File: config.mk
export PLATFORM = sky130hd
export DESIGN_NAME = apb_slave_regbank
export DESIGN_NICKNAME = d
export VERILOG_FILES = /design/src/rtl/apb_pkg.sv /design/src/rtl/apb_slave_decode.sv /design/src/rtl/apb_slave_regbank.sv
export SDC_FILE = /design/constraint.sdc
export NUM_CORES = 1
export LEC_CHECK = 0
export ABC_AREA = 1
export BUFFER_PORTS_ARGS = -buffer_cell sky130_fd_sc_hd__buf_4
export CAP_MARGIN = 20
export CORE_MARGIN = 4
export CORE_UTILIZATION = 67
export DETAILED_ROUTE_END_ITERATION = 8
export PLACE_DENSITY_LB_ADDON = 0.05
export SLEW_MARGIN = 20
export SYNTH_ARGS = -nofsm -noshare
export SYNTH_HDL_FRONTEND = slang
export SYNTH_HIERARCHICAL = 1
export SYNTH_SLANG_ARGS = --single-unit
File: constraint.sdc
create_clock -name Hclk -period 6.2 [get_ports Hclk]
set_input_delay 1.24 -clock Hclk [delete_from_list [all_inputs] [get_ports Hclk]]
set_output_delay 1.24 -clock Hclk [all_outputs]
set_load 0.02 [all_outputs]
File: src/rtl/apb_pkg.sv
// Shared types and constants for APB completers built on the register-bank template.
package apb_pkg;

  localparam int unsigned APB_AW = 32;
  localparam int unsigned APB_DW = 32;

  typedef enum logic [0:0] {
    StIdle   = 1'b0,
    StAccess = 1'b1
  } apb_state_e;

  // ERR register bit positions
  localparam int unsigned ERR_W     = 3;
  localparam int unsigned ERR_PROTO = 0;
  localparam int unsigned ERR_ADDR  = 1;
  localparam int unsigned ERR_RO    = 2;

  // Housekeeping registers sit at the top of the map, counted down from NUM_REGS
  localparam int unsigned OFF_STATUS = 3;
  localparam int unsigned OFF_ERR    = 2;
  localparam int unsigned OFF_IRQEN  = 1;

endpackage

File: src/rtl/apb_slave_decode.sv
// Combinational address decode for a 1 KB word-addressed register window.
module apb_slave_decode
  import apb_pkg::*;
#(
  parameter logic [APB_AW-1:0] ADDR_BASE = 32'h8000_0000,
  parameter int unsigned       NUM_REGS  = 16
) (
  input  logic [APB_AW-1:0] paddr_i,
  output logic              ok_o,
  output logic [7:0]        idx_o,
  output logic              is_scratch_o,
  output logic              is_status_o,
  output logic              is_err_o,
  output logic              is_irqen_o,
  output logic              read_only_o
);

  logic hit;
  logic in_range;

  always_comb begin
    idx_o        = paddr_i[9:2];
    hit          = (paddr_i[31:10] == ADDR_BASE[31:10]);
    in_range     = (32'(idx_o) < NUM_REGS);
    ok_o         = hit & (paddr_i[1:0] == 2'b00) & in_range;
    is_scratch_o = ok_o & (32'(idx_o) < (NUM_REGS - OFF_STATUS));
    is_status_o  = ok_o & (32'(idx_o) == (NUM_REGS - OFF_STATUS));
    is_err_o     = ok_o & (32'(idx_o) == (NUM_REGS - OFF_ERR));
    is_irqen_o   = ok_o & (32'(idx_o) == (NUM_REGS - OFF_IRQEN));
    read_only_o  = is_status_o;
  end

endmodule

File: src/rtl/apb_slave_regbank.sv
// APB completer with scratch registers, transfer-count status, W1C error and IRQ enable.
module apb_slave_regbank
  import apb_pkg::*;
#(
  parameter logic [APB_AW-1:0] ADDR_BASE   = 32'h8000_0000,
  parameter int unsigned       NUM_REGS    = 16,
  parameter int unsigned       WAIT_STATES = 0,
  parameter int unsigned       SEL_INDEX   = 0
) (
  input  logic              Hclk,
  input  logic              Hresetn,
  input  logic [2:0]        Pselx,
  input  logic              Penable,
  input  logic              Pwrite,
  input  logic [APB_AW-1:0] Paddr,
  input  logic [APB_DW-1:0] Pwdata,
  output logic [APB_DW-1:0] Prdata,
  output logic              Pready,
  output logic              Pslverr,
  output logic              irq
);

  localparam int unsigned NUM_SCRATCH = NUM_REGS - OFF_STATUS;

  apb_state_e        state_q, state_d;
  logic [APB_AW-1:0] addr_q, addr_d;
  logic              write_q, write_d;
  logic [APB_DW-1:0] wdata_q, wdata_d;
  logic [3:0]        wcnt_q, wcnt_d;
  logic [APB_DW-1:0] prdata_q, prdata_d;
  logic [APB_DW-1:0] scratch_q [NUM_SCRATCH];
  logic [APB_DW-1:0] scratch_d [NUM_SCRATCH];
  logic [15:0]       wr_cnt_q, wr_cnt_d;
  logic [15:0]       rd_cnt_q, rd_cnt_d;
  logic [ERR_W-1:0]  err_q, err_d;
  logic [ERR_W-1:0]  irqen_q, irqen_d;

  logic              sel, setup, valid, pready, pslverr, do_setup;
  logic [ERR_W-1:0]  err_set, err_clr;
  logic [APB_DW-1:0] rdata;

  logic              dec_ok, dec_scratch, dec_status, dec_err, dec_irqen, dec_ro;
  logic [7:0]        dec_idx;

  logic unused_sel;
  assign unused_sel = ^Pselx;

  // In ACCESS every committing path requires Paddr == addr_q, so decoding the live bus suffices.
  apb_slave_decode #(
    .ADDR_BASE (ADDR_BASE),
    .NUM_REGS  (NUM_REGS)
  ) u_decode (
    .paddr_i      (Paddr),
    .ok_o         (dec_ok),
    .idx_o        (dec_idx),
    .is_scratch_o (dec_scratch),
    .is_status_o  (dec_status),
    .is_err_o     (dec_err),
    .is_irqen_o   (dec_irqen),
    .read_only_o  (dec_ro)
  );

  always_comb begin
    sel     = Pselx[SEL_INDEX];
    setup   = sel & ~Penable;
    valid   = sel & Penable & (Paddr == addr_q) & (Pwrite == write_q);
    pready  = (state_q == StAccess) & (wcnt_q == 4'd0) & valid;
    pslverr = pready & (~dec_ok | (write_q & dec_ro));
  end

  always_comb begin
    rdata = '0;
    if (dec_scratch) begin
      for (int i = 0; i < NUM_SCRATCH; i++) begin
        if (dec_idx == 8'(i)) rdata = scratch_q[i];
      end
    end
    if (dec_status) rdata = {wr_cnt_q, rd_cnt_q};
    if (dec_err)    rdata = APB_DW'(err_q);
    if (dec_irqen)  rdata = APB_DW'(irqen_q);
  end

  always_comb begin
    state_d   = state_q;
    addr_d    = addr_q;
    write_d   = write_q;
    wdata_d   = wdata_q;
    wcnt_d    = wcnt_q;
    prdata_d  = prdata_q;
    scratch_d = scratch_q;
    wr_cnt_d  = wr_cnt_q;
    rd_cnt_d  = rd_cnt_q;
    irqen_d   = irqen_q;
    err_set   = '0;
    err_clr   = '0;
    do_setup  = 1'b0;

    unique case (state_q)
      StIdle: begin
        if (setup) begin
          do_setup = 1'b1;
        end else if (sel & Penable) begin
          err_set[ERR_PROTO] = 1'b1;
        end
      end
      StAccess: begin
        if (valid) begin
          if (wcnt_q == 4'd0) begin
            state_d = StIdle;
            if (pslverr) begin
              err_set[ERR_ADDR] = ~dec_ok;
              err_set[ERR_RO]   = dec_ok & write_q & dec_ro;
            end else if (write_q) begin
              for (int i = 0; i < NUM_SCRATCH; i++) begin
                if (dec_scratch && dec_idx == 8'(i)) scratch_d[i] = wdata_q;
              end
              if (dec_err)   err_clr = wdata_q[ERR_W-1:0];
              if (dec_irqen) irqen_d = wdata_q[ERR_W-1:0];
              if (wr_cnt_q != 16'hFFFF) wr_cnt_d = wr_cnt_q + 16'd1;
            end else begin
              if (rd_cnt_q != 16'hFFFF) rd_cnt_d = rd_cnt_q + 16'd1;
            end
          end else begin
            wcnt_d = wcnt_q - 4'd1;
            if (!write_q) prdata_d = rdata;
          end
        end else begin
          err_set[ERR_PROTO] = 1'b1;
          if (setup) do_setup = 1'b1;
          else       state_d  = StIdle;
        end
      end
      default: state_d = StIdle;
    endcase

    if (do_setup) begin
      state_d = StAccess;
      addr_d  = Paddr;
      write_d = Pwrite;
      wdata_d = Pwdata;
      wcnt_d  = 4'(WAIT_STATES);
      if (!Pwrite) prdata_d = rdata;
    end

    // A hardware set beats a software clear on the same bit.
    err_d = (err_q & ~err_clr) | err_set;
  end

  always_ff @(posedge Hclk or negedge Hresetn) begin
    if (!Hresetn) begin
      state_q  <= StIdle;
      addr_q   <= '0;
      write_q  <= 1'b0;
      wdata_q  <= '0;
      wcnt_q   <= '0;
      prdata_q <= '0;
      for (int i = 0; i < NUM_SCRATCH; i++) scratch_q[i] <= '0;
      wr_cnt_q <= '0;
      rd_cnt_q <= '0;
      err_q    <= '0;
      irqen_q  <= '0;
    end else begin
      state_q   <= state_d;
      addr_q    <= addr_d;
      write_q   <= write_d;
      wdata_q   <= wdata_d;
      wcnt_q    <= wcnt_d;
      prdata_q  <= prdata_d;
      scratch_q <= scratch_d;
      wr_cnt_q  <= wr_cnt_d;
      rd_cnt_q  <= rd_cnt_d;
      err_q     <= err_d;
      irqen_q   <= irqen_d;
    end
  end

  assign Prdata  = prdata_q;
  assign Pready  = pready;
  assign Pslverr = pslverr;
  assign irq     = |(err_q & irqen_q);

endmodule

After elaboration in Yosys (flattened, before gate mapping)
Cells that the tools add are included.
{"block": "op_classes", "n_addsub": 3, "n_mul": 0, "div_mod_pow": 0, "n_lt_le_gt_ge": 2, "n_eq_ne": 21, "n_shift": 0, "muxes": 48, "bitwise": 26, "reduce_logical": 36}
{"op": "$mux W32", "count": 23}
{"op": "$reduce_and A6 Y1", "count": 16}
{"op": "$eq A8 B4 Y1 const B", "count": 8}
{"op": "$add A16 B1 Y16 const B", "count": 2}
{"op": "$eq A32 B32 Y1", "count": 1}
{"op": "$eq A8 B3 Y1 const B", "count": 4}
{"op": "$ne A16 B16 Y1 const B", "count": 2}
{"op": "$eq A22 B22 Y1 const B", "count": 1}
{"op": "$mux W3", "count": 6}
{"op": "$and A1 B1 Y1", "count": 16}
{"op": "$eq A8 B2 Y1 const B", "count": 2}
{"op": "$mux W4", "count": 4}
{"op": "$logic_and A1 B1 Y1", "count": 13}
{"op": "$mux W1", "count": 9}
{"op": "$eq A8 B1 Y1 const B", "count": 1}
{"op": "$logic_not A8 Y1", "count": 1}
{"op": "$lt A8 B4 Y1 const B", "count": 1}
{"op": "$lt A8 B5 Y1 const B", "count": 1}
{"op": "$mux W2", "count": 4}
{"op": "$and A3 B3 Y3", "count": 2}
{"op": "$not A1 Y1", "count": 5}
{"op": "$logic_not A4 Y1", "count": 1}
{"op": "$pmux W1 S2", "count": 2}
{"op": "$reduce_bool A2 Y1", "count": 2}
{"op": "9 further kinds", "count": 9}
{"block": "totals", "reg_bits": 556, "latchBits": 0, "mem_bits_rw": 0, "mem_bits_ro": 0, "output_inout_bits": 35, "wordCells": 159, "memories": 0}

Depth between registers and ports, before layout
Gate-level depths: netlist of the first run.
{"block": "depth", "ltp_word": 24, "mapped_depth": 19}

Hierarchy
Netlist of the first run, hierarchy kept.
{"mod": "apb_slave_regbank", "n_inst": 1, "cells_per_inst": 3781, "area_per_inst_um2": 28135.7, "seq_area_each_um2": 13913.3}
{"mod": "apb_slave_decode", "n_inst": 1, "cells_per_inst": 68, "area_per_inst_um2": 301.5, "seq_area_each_um2": 0.0}

Worst setup path before layout of the first run
OpenSTA, ideal clock, no wires.
{"block": "synth_timing", "path_kind": "input-to-output", "from": "input Paddr[5]", "to": "output Pslverr", "arrival_time_ps": 2515, "setup_slack_ps": 2445, "path_stages": 11, "path_buffers": 0, "cell_sequence": "xnor2_1 > inv_1 > nor3_1 > nand3_1 > nor2_1 > nand3_1 > nor2_2 > nand2_4 > nor2_8 > nand2_4 > nand2_1"}
{"block": "synth_between", "elab_cells_between_ends": 12, "cone_classes": "order compare (1); eq/ne (2); bitwise (9)"}
{"item": "start: declaration", "line_no": "apb_slave_regbank.sv:15", "source": "input logic [APB_AW-1:0] Paddr,"}
{"item": "$eq A32 B32 Y1", "line_no": "apb_slave_regbank.sv:66", "source": "valid = sel & Penable & (Paddr == addr_q) & (Pwrite == write_q);"}
{"item": "$and A1 B1 Y1 (2 in a row)", "line_no": "apb_slave_regbank.sv:66"}
{"item": "$and A1 B1 Y1", "line_no": "apb_slave_regbank.sv:67", "source": "pready = (state_q == StAccess) & (wcnt_q == 4'd0) & valid;"}
{"item": "via Pready", "line_no": "apb_slave_regbank.sv:18", "source": "output logic Pready,"}
{"item": "$and A1 B1 Y1", "line_no": "apb_slave_regbank.sv:68", "source": "pslverr = pready & (~dec_ok | (write_q & dec_ro));"}
{"item": "end: declaration", "line_no": "apb_slave_regbank.sv:19", "source": "output logic Pslverr,"}
The timed path passes the listed nets, and every way through them passes these cells.

Worst setup path after layout of the first run
{"block": "layout_timing", "from": "input Paddr[5]", "to": "output Pslverr"}
{"block": "layout_between", "elab_chain_len": 6, "elab_cells_between_ends": 12, "cone_classes": "order compare (1); eq/ne (2); bitwise (9)"}
{"item": "$lt A8 B5 Y1", "line_no": "apb_slave_decode.sv:24", "source": "in_range = (32'(idx_o) < NUM_REGS);"}
{"item": "$and A1 B1 Y1", "line_no": "apb_slave_decode.sv:25", "source": "ok_o = hit & (paddr_i[1:0] == 2'b00) & in_range;"}
{"item": "$and A1 B1 Y1", "line_no": "apb_slave_decode.sv:27", "source": "is_status_o = ok_o & (32'(idx_o) == (NUM_REGS - OFF_STATUS));"}
{"item": "$and A1 B1 Y1", "line_no": "apb_slave_regbank.sv:68"}
{"item": "$or A1 B1 Y1", "line_no": "apb_slave_regbank.sv:68"}
{"item": "$and A1 B1 Y1 *", "line_no": "apb_slave_regbank.sv:68"}
Mark *: on every way between the ends. The rest lies on a longest branch, timed or not.

==> results of run 1 <==
[cell families (layout without fill, tap and decap cells)]
kind of cell,count (synthesis),count (layout),synth area share
simple gates,2740,2740,0.404
flops,556,556,0.489
buf+inv,416,442,0.0750
compound gates,85,85,0.0155
xor+xnor,49,49,0.0151
fa+ha+maj,3,3,0.00132
[report_power, final]
group / switching, µW / internal (µW) / total [µW]
Sequential: 205 / 3690 / 3900
Clock: 1450 / 2040 / 3490
Combinational: 261 / 127 / 388
Total: 1920 / 5860 / 7780
[cells in the mapped netlist (all sizes together)]
master and number:
ha 3, o22ai 7, nand3b 4, nand3 129, a21oi 50, o211ai 1
nor2 236, nor4 20, inv 198, o21ai 26, a31oi 1, nand4 88
nand2 2196, xor2 31, dfrtp 556, xnor2 18, nor4b 1, clkinv 4
and2 2, clkbuf 88, buf 126, nor3 23, or2 41
[registers in the layout, indices dropped and copies added, names as in the netlist]
name and flops:
scratch_q 416, Prdata 32, addr_q 32, wdata_q 32, rd_cnt_q 16, wr_cnt_q 16, wcnt_q 4, err_q 3
irqen_q 3, state_q 1, write_q 1
[routing by layer]
| layer | vias to the layer above | global-route usage | part of all wire |
|---|---|---|---|
| met5 | - | 0 | 0.00016 |
| met3 | 221 | 0.0805 | 0.11 |
| met1 | 12037 | 0.493 | 0.40 |
| li1 | 11689 | - | - |
| met4 | 2 | 0.158 | 0.045 |
| met2 | 1133 | 0.554 | 0.45 |
[cell type report]
cell class | count | area, µm²
Multi-Input combinational cell | 2877 | 12400
Sequential cell | 556 | 13900
Clock inverter | 14 | 229
Timing Repair Buffer | 139 | 1090
Inverter | 202 | 759
Tap cell | 539 | 674
Fill cell | 3330 | 11200
Clock buffer | 87 | 1660
[worst min-delay path, cell delays in order, from the launching register on]
cell and delay (ps):
dfrtp_1 330, nand2_1 50, nand2_1 50
[stage by stage]
stage          power, µW  instance area [µm²]  worst slack [ps]  instances
6_report            7780                30800              1750       4414
4_1_cts             7800                30800              1770       4413
3_5_place_dp        4340                28900              1530       4312
5_1_grt             8030                30800              1570       4414
3_3_place_gp        4330                28900              1600       4312
2_1_floorplan       4100                28400              2450       3849
[worst max path at each step]
stage / depth (start not counted) / end / start / slack, ps
floorplan: 11 / Pslverr / Paddr[5] / 2450
global placement: 14 / scratch_q[32] / Paddr[5] / 1600
detailed placement: 14 / scratch_q[64] / Paddr[27] / 1530
CTS: 13 / Pslverr / Paddr[5] / 1770
global route: 13 / Pslverr / Paddr[5] / 1570
finish: 13 / Pslverr / Paddr[5] / 1750
==> results.py, run 1 <==
metrics = {
    "outcome": {
        "outcome": "finished, final reports clean",
    },
    "sta": {
        "setup_tns_ps": 0,
        "fin_skew_ps": 28.0,
        "rsz0062_at_grt": "no",
        "period_share": 0.718,
        "slew_viol_final": 0,
        "final.min_clock_period_ps": 4450,
        "relSlewSlack": 0.250,
        "setup_violations": 0,
        "hold_viol": 0,
        "holdWs_ps": 472,
        "worst_pin_slew_ps": 1120,
        "timing.fmax_mhz": 225,
    },
    "layout": {
        "diodes": 0,
        "layout_commonest_cell": "nand2_1",
        "syn_to_final_growth_pct": 8.20,
        "fin_nets": 3906,
        "drive_above_1_share": 0.115,
        "final_cell_mix": "2063 x nand2_1, 556 x dfrtp_1, 206 x nor2_1",
        "final_util": 0.734,
    },
    "worst_setup_path": {
        "critPathRequiredTime_ps": 4960,
        "critical_path.top_delay_family": "simple AND/OR/NAND/NOR gates",
        "reg2reg_to": "Prdata[12]",
        "crit_fanout": 18,
        "worstSetupEndpointType": "output port",
        "crit_path_start_kind": "input pin",
        "r2r_slack_ps": 2400,
        "slowest_stage": "xnor2_1",
        "max_stage_delay_ps": 230,
        "reg2regPathDepth": 12,
        "worstSetupPathType": "in -> out",
        "cp.arrival_ps": 3210,
        "r2r_start": "wcnt_q[1]",
        "cp.buffers_inverters": 3,
        "cp_cell_sequence": "buf_4 > xnor2_1 > inv_1 > nor3_1 > nand3_1 > nor2_1 > nand3_1 > nor2_2 > nand2_4 > nor2_8 > nand2_4 > nand2_1 > buf_4",
    },
    "floorplanning": {
        "num_rows": 75,
        "initial_core_util": 0.678,
        "die_area_um2": 45800,
        "die_height_um": 214,
        "floorplan.core_area_um2": 41900,
        "io_pins": 106,
        "die_w_um": 214,
    },
    "clock_tree": {
        "cts_root_buffer": "clkbuf_16",
        "cts_sinks": 556,
        "cts_buffers": 56,
        "cts_setup_buffers": 0,
        "cts_max_level": 2,
        "clk_latency_ps": 640,
        "cts-hold-fix-buffers": 0,
        "clk_path_buf_depth": 3,
        "cts_tree": "done",
        "cts_resized": 0,
        "clkTransAtPathRegs_ps": 60,
    },
    "routing": {
        "vias_per_cell": 5.68,
        "drc": 0,
        "routed_wl_um": 82000,
        "routed-via-count": 25082,
        "wire_per_inst_um": 18.6,
        "ant_nets": 0,
        "dr.pass1.iters": 6,
        "initialDrtViolationCount": 2554,
    },
    "synthesis": {
        "synthTopCellsByArea": "dfrtp_1 49%, nand2_1 27%, nand2_2 2.9%",
        "netlist_area_um2": 28400,
        "synth_seq_cells": 556,
        "synth.largest_area_cell": "dfrtp_1",
        "seq_area_frac_synth": 0.489,
        "synth_area_per_cell_um2": 7.39,
        "yosysTopAreaCellShare": 0.489,
        "ys_warn_count": 6,
        "syn_inst": 3849,
        "synthesis.nets": 3923,
        "netlist-cell-type-count": 38,
    },
    "global_route": {
        "antenna_found_initial": 1,
        "grt_pass1_wl_um": 132000,
        "grtUsageTotal": 0.358,
        "grt_max_degree": 119,
        "grt-ovfl-total": 0,
        "grt_pass1_vias": 24743,
    },
    "placement": {
        "globalplace.congestion": 0.924,
        "hpwlAfterDp_um": 52200,
        "io_buffers": 103,
    },
    "hold_path": {
        "min_from": "scratch_q[359]",
        "min_to": "scratch_q[359]",
        "min_path_type": "reg -> reg",
        "min_path_cells": 2,
    },
    "flow_run": {
        "cap_violations": 0,
    },
    "power": {
        "leakagePower_uw": 0.0172,
        "pwr_density_cell_nw_per_um2": 253,
        "ir_drop_mv": 0.298,
    },
}
(Power assumes the default switching activity.)
==> inputs of run 2 (changes only) <==
--- a/config.mk
+++ b/config.mk
@@ -9,7 +9,7 @@
 export BUFFER_PORTS_ARGS = -buffer_cell sky130_fd_sc_hd__buf_4
 export CAP_MARGIN = 20
 export CORE_MARGIN = 4
-export CORE_UTILIZATION = 67
+export CORE_UTILIZATION = 63
 export DETAILED_ROUTE_END_ITERATION = 8
 export PLACE_DENSITY_LB_ADDON = 0.05
 export SLEW_MARGIN = 20
==> constraint.sdc (replaced) <==
create_clock -name Hclk -period 4.1 [get_ports Hclk]
set_input_delay 0.82 -clock Hclk [delete_from_list [all_inputs] [get_ports Hclk]]
set_output_delay 0.82 -clock Hclk [all_outputs]
set_load 0.02 [all_outputs]
==> results.py, run 2 (synthesis gave the netlist of run 1 again) <==
metrics = {
    "power": {
        "clkPwrFrac": 0.441,
        "p_switching_uw": 2920,
        "seqPwrFrac": 0.507,
        "leakagePower_uw": 0.0174,
        "pwr_density_cell_nw_per_um2": 374,
        "p_comb_frac": 0.052,
        "netSwitchingFraction": 0.251,
        "p_int_uw": 8720,
        "ir_drop_mv": 0.350,
    },
    "clock_tree": {
        "clk_path_buf_depth": 3,
        "cts_tree": "done",
        "cts_max_level": 2,
        "clkTransAtPathRegs_ps": 60,
        "clk_latency_ps": 630,
        "cts_resized": 0,
        "cts_setup_buffers": 0,
        "cts-hold-fix-buffers": 0,
        "cts_sinks": 556,
        "cts_buffers": 57,
        "cts_root_buffer": "clkbuf_16",
    },
    "floorplanning": {
        "die_height_um": 220,
        "die_w_um": 220,
        "die_area_um2": 48600,
        "num_rows": 77,
        "io_pins": 106,
        "initial_core_util": 0.640,
        "floorplan.core_area_um2": 44400,
    },
    "outcome": {
        "outcome": "finished, final reports clean",
    },
    "placement": {
        "dp.cells": 4403,
        "hpwlAfterDp_um": 54400,
        "io_buffers": 103,
        "placed_area_um2": 29300,
        "globalplace.congestion": 0.903,
    },
    "sta": {
        "holdWs_ps": 195,
        "worst_pin_slew_ps": 852,
        "setup_violations": 0,
        "fin_skew_ps": 30.0,
        "rsz0062_at_grt": "no",
        "setup_tns_ps": 0,
        "slew_viol_final": 0,
        "final.min_clock_period_ps": 3710,
        "period_share": 0.906,
        "timing.fmax_mhz": 269,
        "relSlewSlack": 0.432,
        "hold_viol": 0,
    },
    "layout": {
        "final_cell_mix": "2063 x nand2_1, 556 x dfrtp_1, 206 x nor2_1",
        "fillCellCount": 3699,
        "top_register": "scratch_q",
        "fin_nets": 3944,
        "layout_commonest_cell": "nand2_1",
        "largest_reg_flops": 416,
        "final_cell_area_um2": 31100,
        "multiInputGateArea_um2": 12400,
        "diodes": 0,
        "finalNonFillerCells": 4505,
        "regArea_um2": 13900,
        "syn_to_final_growth_pct": 9.50,
        "drive_above_1_share": 0.125,
    },
    "worst_setup_path": {
        "critPathRequiredTime_ps": 3280,
        "crit_fanout": 17,
        "worstSetupEndpointType": "output port",
        "r2r_slack_ps": 930,
        "worstSetupPathType": "reg -> out",
        "crit_path_start_kind": "register",
        "cp.arrival_ps": 2890,
    },
    "global_route": {
        "grt_max_degree": 95,
        "grtUsageMet1": 0.480,
        "use_met3": 0.0630,
        "antenna_found_initial": 0,
        "grt_pass1_vias": 24851,
        "grtUsageTotal": 0.345,
        "grt_pass1_wl_um": 133000,
        "gr-max-usage-layer": "met2",
        "grt-ovfl-total": 0,
        "grtUsageMet2": 0.547,
    },
    "routing": {
        "initialDrtViolationCount": 2961,
        "wire_per_inst_um": 18.4,
        "drc": 0,
        "vias_per_cell": 5.63,
        "routed-via-count": 25364,
        "ant_nets": 0,
        "dr.pass1.iters": 8,
        "routed_wl_um": 82700,
    },
    "flow_run": {
        "cap_violations": 0,
    },
    "hold_path": {
        "min_path_type": "in -> async",
    },
}
[run 2: per-stage QoR]
step	power, µW	util	setup WS, ps
2_1_floorplan	6200	-	1190
3_3_place_gp	6580	0.660	499
3_5_place_dp	6600	0.660	423
4_1_cts	11700	0.701	336
5_1_grt	12000	0.701	189
6_report	11600	0.701	387
[run 2: power by group through the flow]
stage,combinational (µW),sequential [µW],clock [µW]
5_1_grt,684,5900,5450
3_3_place_gp,596,5980,0
2_1_floorplan,412,5790,0
3_5_place_dp,611,5990,0
4_1_cts,613,5890,5200
6_report,605,5900,5140
[run 2: path summary, 6_finish.rpt]
check,from,depth (start not counted),endpoint
max,addr_q[0],11,Pslverr
min,Hresetn,1,scratch_q[242]
max reg2reg,addr_q[0],12,scratch_q[283]
min reg2reg,scratch_q[189],2,scratch_q[189]
max in group asynchronous,Hresetn,3,scratch_q[259]
min in group Hclk,Pwdata[23],3,wdata_q[23]
[run 2: final cells by class]
| class | instances | share of cell area |
|---|---|---|
| multi-input combinational | 2877 | 0.399 |
| clock inverter | 21 | 0.00599 |
| tap | 592 | 0.0238 |
| timing repair buffer | 176 | 0.0467 |
| clock buffer | 81 | 0.0532 |
| sequential | 556 | 0.447 |
| inverter | 202 | 0.0244 |
[run 2: per-layer routing]
metal,share of wire,up-vias
li1,-,11783
met1,0.42,12136
met2,0.46,1217
met3,0.087,228
met4,0.039,0
met5,0,-
[run 2: critical path, cell delays in order, from the launching register on]
cell	delay, ps
dfrtp_1	390
xnor2_1	410
nand3_1	140
nor3_1	180
nand3_1	120
nor2_2	230
nand2_4	70
buf_4	220
nor2_8	120
nand2_4	70
nand2_1	140
buf_4	180
==> inputs of run 3 (changes only) <==
--- a/config.mk
+++ b/config.mk
@@ -9,7 +9,7 @@
 export BUFFER_PORTS_ARGS = -buffer_cell sky130_fd_sc_hd__buf_4
 export CAP_MARGIN = 20
 export CORE_MARGIN = 4
-export CORE_UTILIZATION = 63
+export CORE_UTILIZATION = 45
 export DETAILED_ROUTE_END_ITERATION = 8
 export PLACE_DENSITY_LB_ADDON = 0.05
 export SLEW_MARGIN = 20
==> results.py, run 3 (synthesis gave the netlist of run 1 again) <==
metrics = {
    "outcome": {
        "outcome": "finished, final reports clean",
    },
    "flow_run": {
        "cap_violations": 0,
    },
    "clock_tree": {
        "clk_path_buf_depth": 3,
        "clk_latency_ps": 600,
        "cts_setup_buffers": 0,
        "cts_root_buffer": "clkbuf_16",
        "clkTransAtPathRegs_ps": 60,
        "cts_resized": 0,
        "cts-hold-fix-buffers": 0,
        "cts_tree": "done",
        "cts_buffers": 66,
        "cts_sinks": 556,
        "cts_max_level": 3,
    },
    "layout": {
        "drive_above_1_share": 0.128,
        "final_util": 0.511,
        "top_register": "scratch_q",
        "final_cell_mix": "2063 x nand2_1, 556 x dfrtp_1, 205 x nor2_1",
        "diodes": 0,
        "fin_nets": 3960,
        "largest_reg_flops": 416,
        "syn_to_final_growth_pct": 11.8,
        "layout_commonest_cell": "nand2_1",
    },
    "routing": {
        "ant_nets": 0,
        "wire_per_inst_um": 17.3,
        "dr.pass1.iters": 6,
        "vias_per_cell": 5.07,
        "initialDrtViolationCount": 2179,
        "drc": 0,
        "routed-via-count": 24180,
        "routed_wl_um": 82800,
    },
    "worst_setup_path": {
        "worstSetupPathType": "reg -> out",
        "r2r_slack_ps": 980,
        "reg2reg_to": "scratch_q[156]",
        "r2r_start": "addr_q[5]",
        "crit_end": "Pslverr",
        "reg2regPathDepth": 14,
        "cp.arrival_ps": 2840,
        "worstSetupEndpointType": "output port",
        "crit_path_start_kind": "register",
        "worstSetupStartpoint": "addr_q[5]",
        "crit_fanout": 17,
        "critPathRequiredTime_ps": 3280,
    },
    "power": {
        "leakagePower_uw": 0.0176,
        "ir_drop_mv": 0.304,
        "pwr_density_cell_nw_per_um2": 385,
    },
    "floorplanning": {
        "die_area_um2": 67300,
        "die_height_um": 259,
        "num_rows": 91,
        "io_pins": 106,
        "initial_core_util": 0.457,
        "die_w_um": 259,
        "floorplan.core_area_um2": 62200,
    },
    "placement": {
        "globalplace.congestion": 0.852,
        "hpwlAfterDp_um": 55700,
        "io_buffers": 103,
        "pre_cts_slack_ps": 410,
    },
    "sta": {
        "hold_viol": 0,
        "fin_skew_ps": 17.7,
        "rsz0062_at_grt": "no",
        "setup_tns_ps": 0,
        "final.min_clock_period_ps": 3660,
        "worst_pin_slew_ps": 877,
        "relSlewSlack": 0.416,
        "slew_viol_final": 0,
        "setup_violations": 0,
        "setup_slack_ps": 440,
        "timing.fmax_mhz": 273,
        "period_share": 0.893,
    },
    "global_route": {
        "grtUsageTotal": 0.248,
        "grt_pass1_wl_um": 133000,
        "grt_max_degree": 120,
        "grt-ovfl-total": 0,
        "antenna_found_initial": 0,
        "grt_pass1_vias": 24012,
    },
    "hold_path": {
        "min_path_type": "in -> async",
    },
}
-- run 3: worst max-delay path: stages, from the launching register on --
cell     delay, ps
dfrtp_1        390
xnor2_1        300
inv_1          120
nor3_1         140
nand3_1         90
nor2_1          90
nand3_1         90
nor2_2         210
nand2_4         60
buf_4          220
nor2_8         120
nand2_4         70
nand2_1        150
buf_4          170
-- run 3: worst min-delay path by stage --
| stage | start | to | slack (ps) | cells after the start |
|---|---|---|---|---|
| global placement | scratch_q[68] | scratch_q[68] | 450 | 2 |
| floorplan | scratch_q[382] | scratch_q[382] | 440 | 2 |
| detailed placement | scratch_q[90] | scratch_q[90] | 460 | 2 |
| global route | Hresetn | scratch_q[308] | 160 | 1 |
| finish | Hresetn | scratch_q[308] | 140 | 1 |
| CTS | Hresetn | scratch_q[308] | 150 | 1 |
-- run 3: layer usage --
layer  up-vias  track usage  wire length [µm]  share of wire
met3       177       0.0350              4180          0.051
met4         0       0.0926              3090          0.037
met2       645        0.405             38900           0.47
met5         -            0                 0              0
met1     11550        0.337             36600           0.44
li1      11808            -                 -              -
-- run 3: per-stage QoR --
step                instance area (µm²)  instances  hold slack [ps]  total power, µW
finish                            31800       4770              141            12300
CTS                               31800       4770              152            12400
detailed placement                29700       4655              459             6600
floorplan                         28400       3849              440             6200
global route                      31800       4770              164            12700
global placement                  29700       4655              455             6580
-- run 3: area by class of cell --
class,instances,area (µm²)
fillers,6099,30400
repair buffers,183,1530
clock inverters,19,210
multi-input cells,2877,12400
well taps,837,1050
flip-flops and latches,556,13900
inverters,202,759
clock buffers,96,1900
-- run 3: where the power goes --
| part | switching [µW] | leakage, µW | internal (µW) |
|---|---|---|---|
| registers | 284 | 0.00763 | 5590 |
| clock network | 2370 | 0.00104 | 3410 |
| logic | 403 | 0.00890 | 204 |
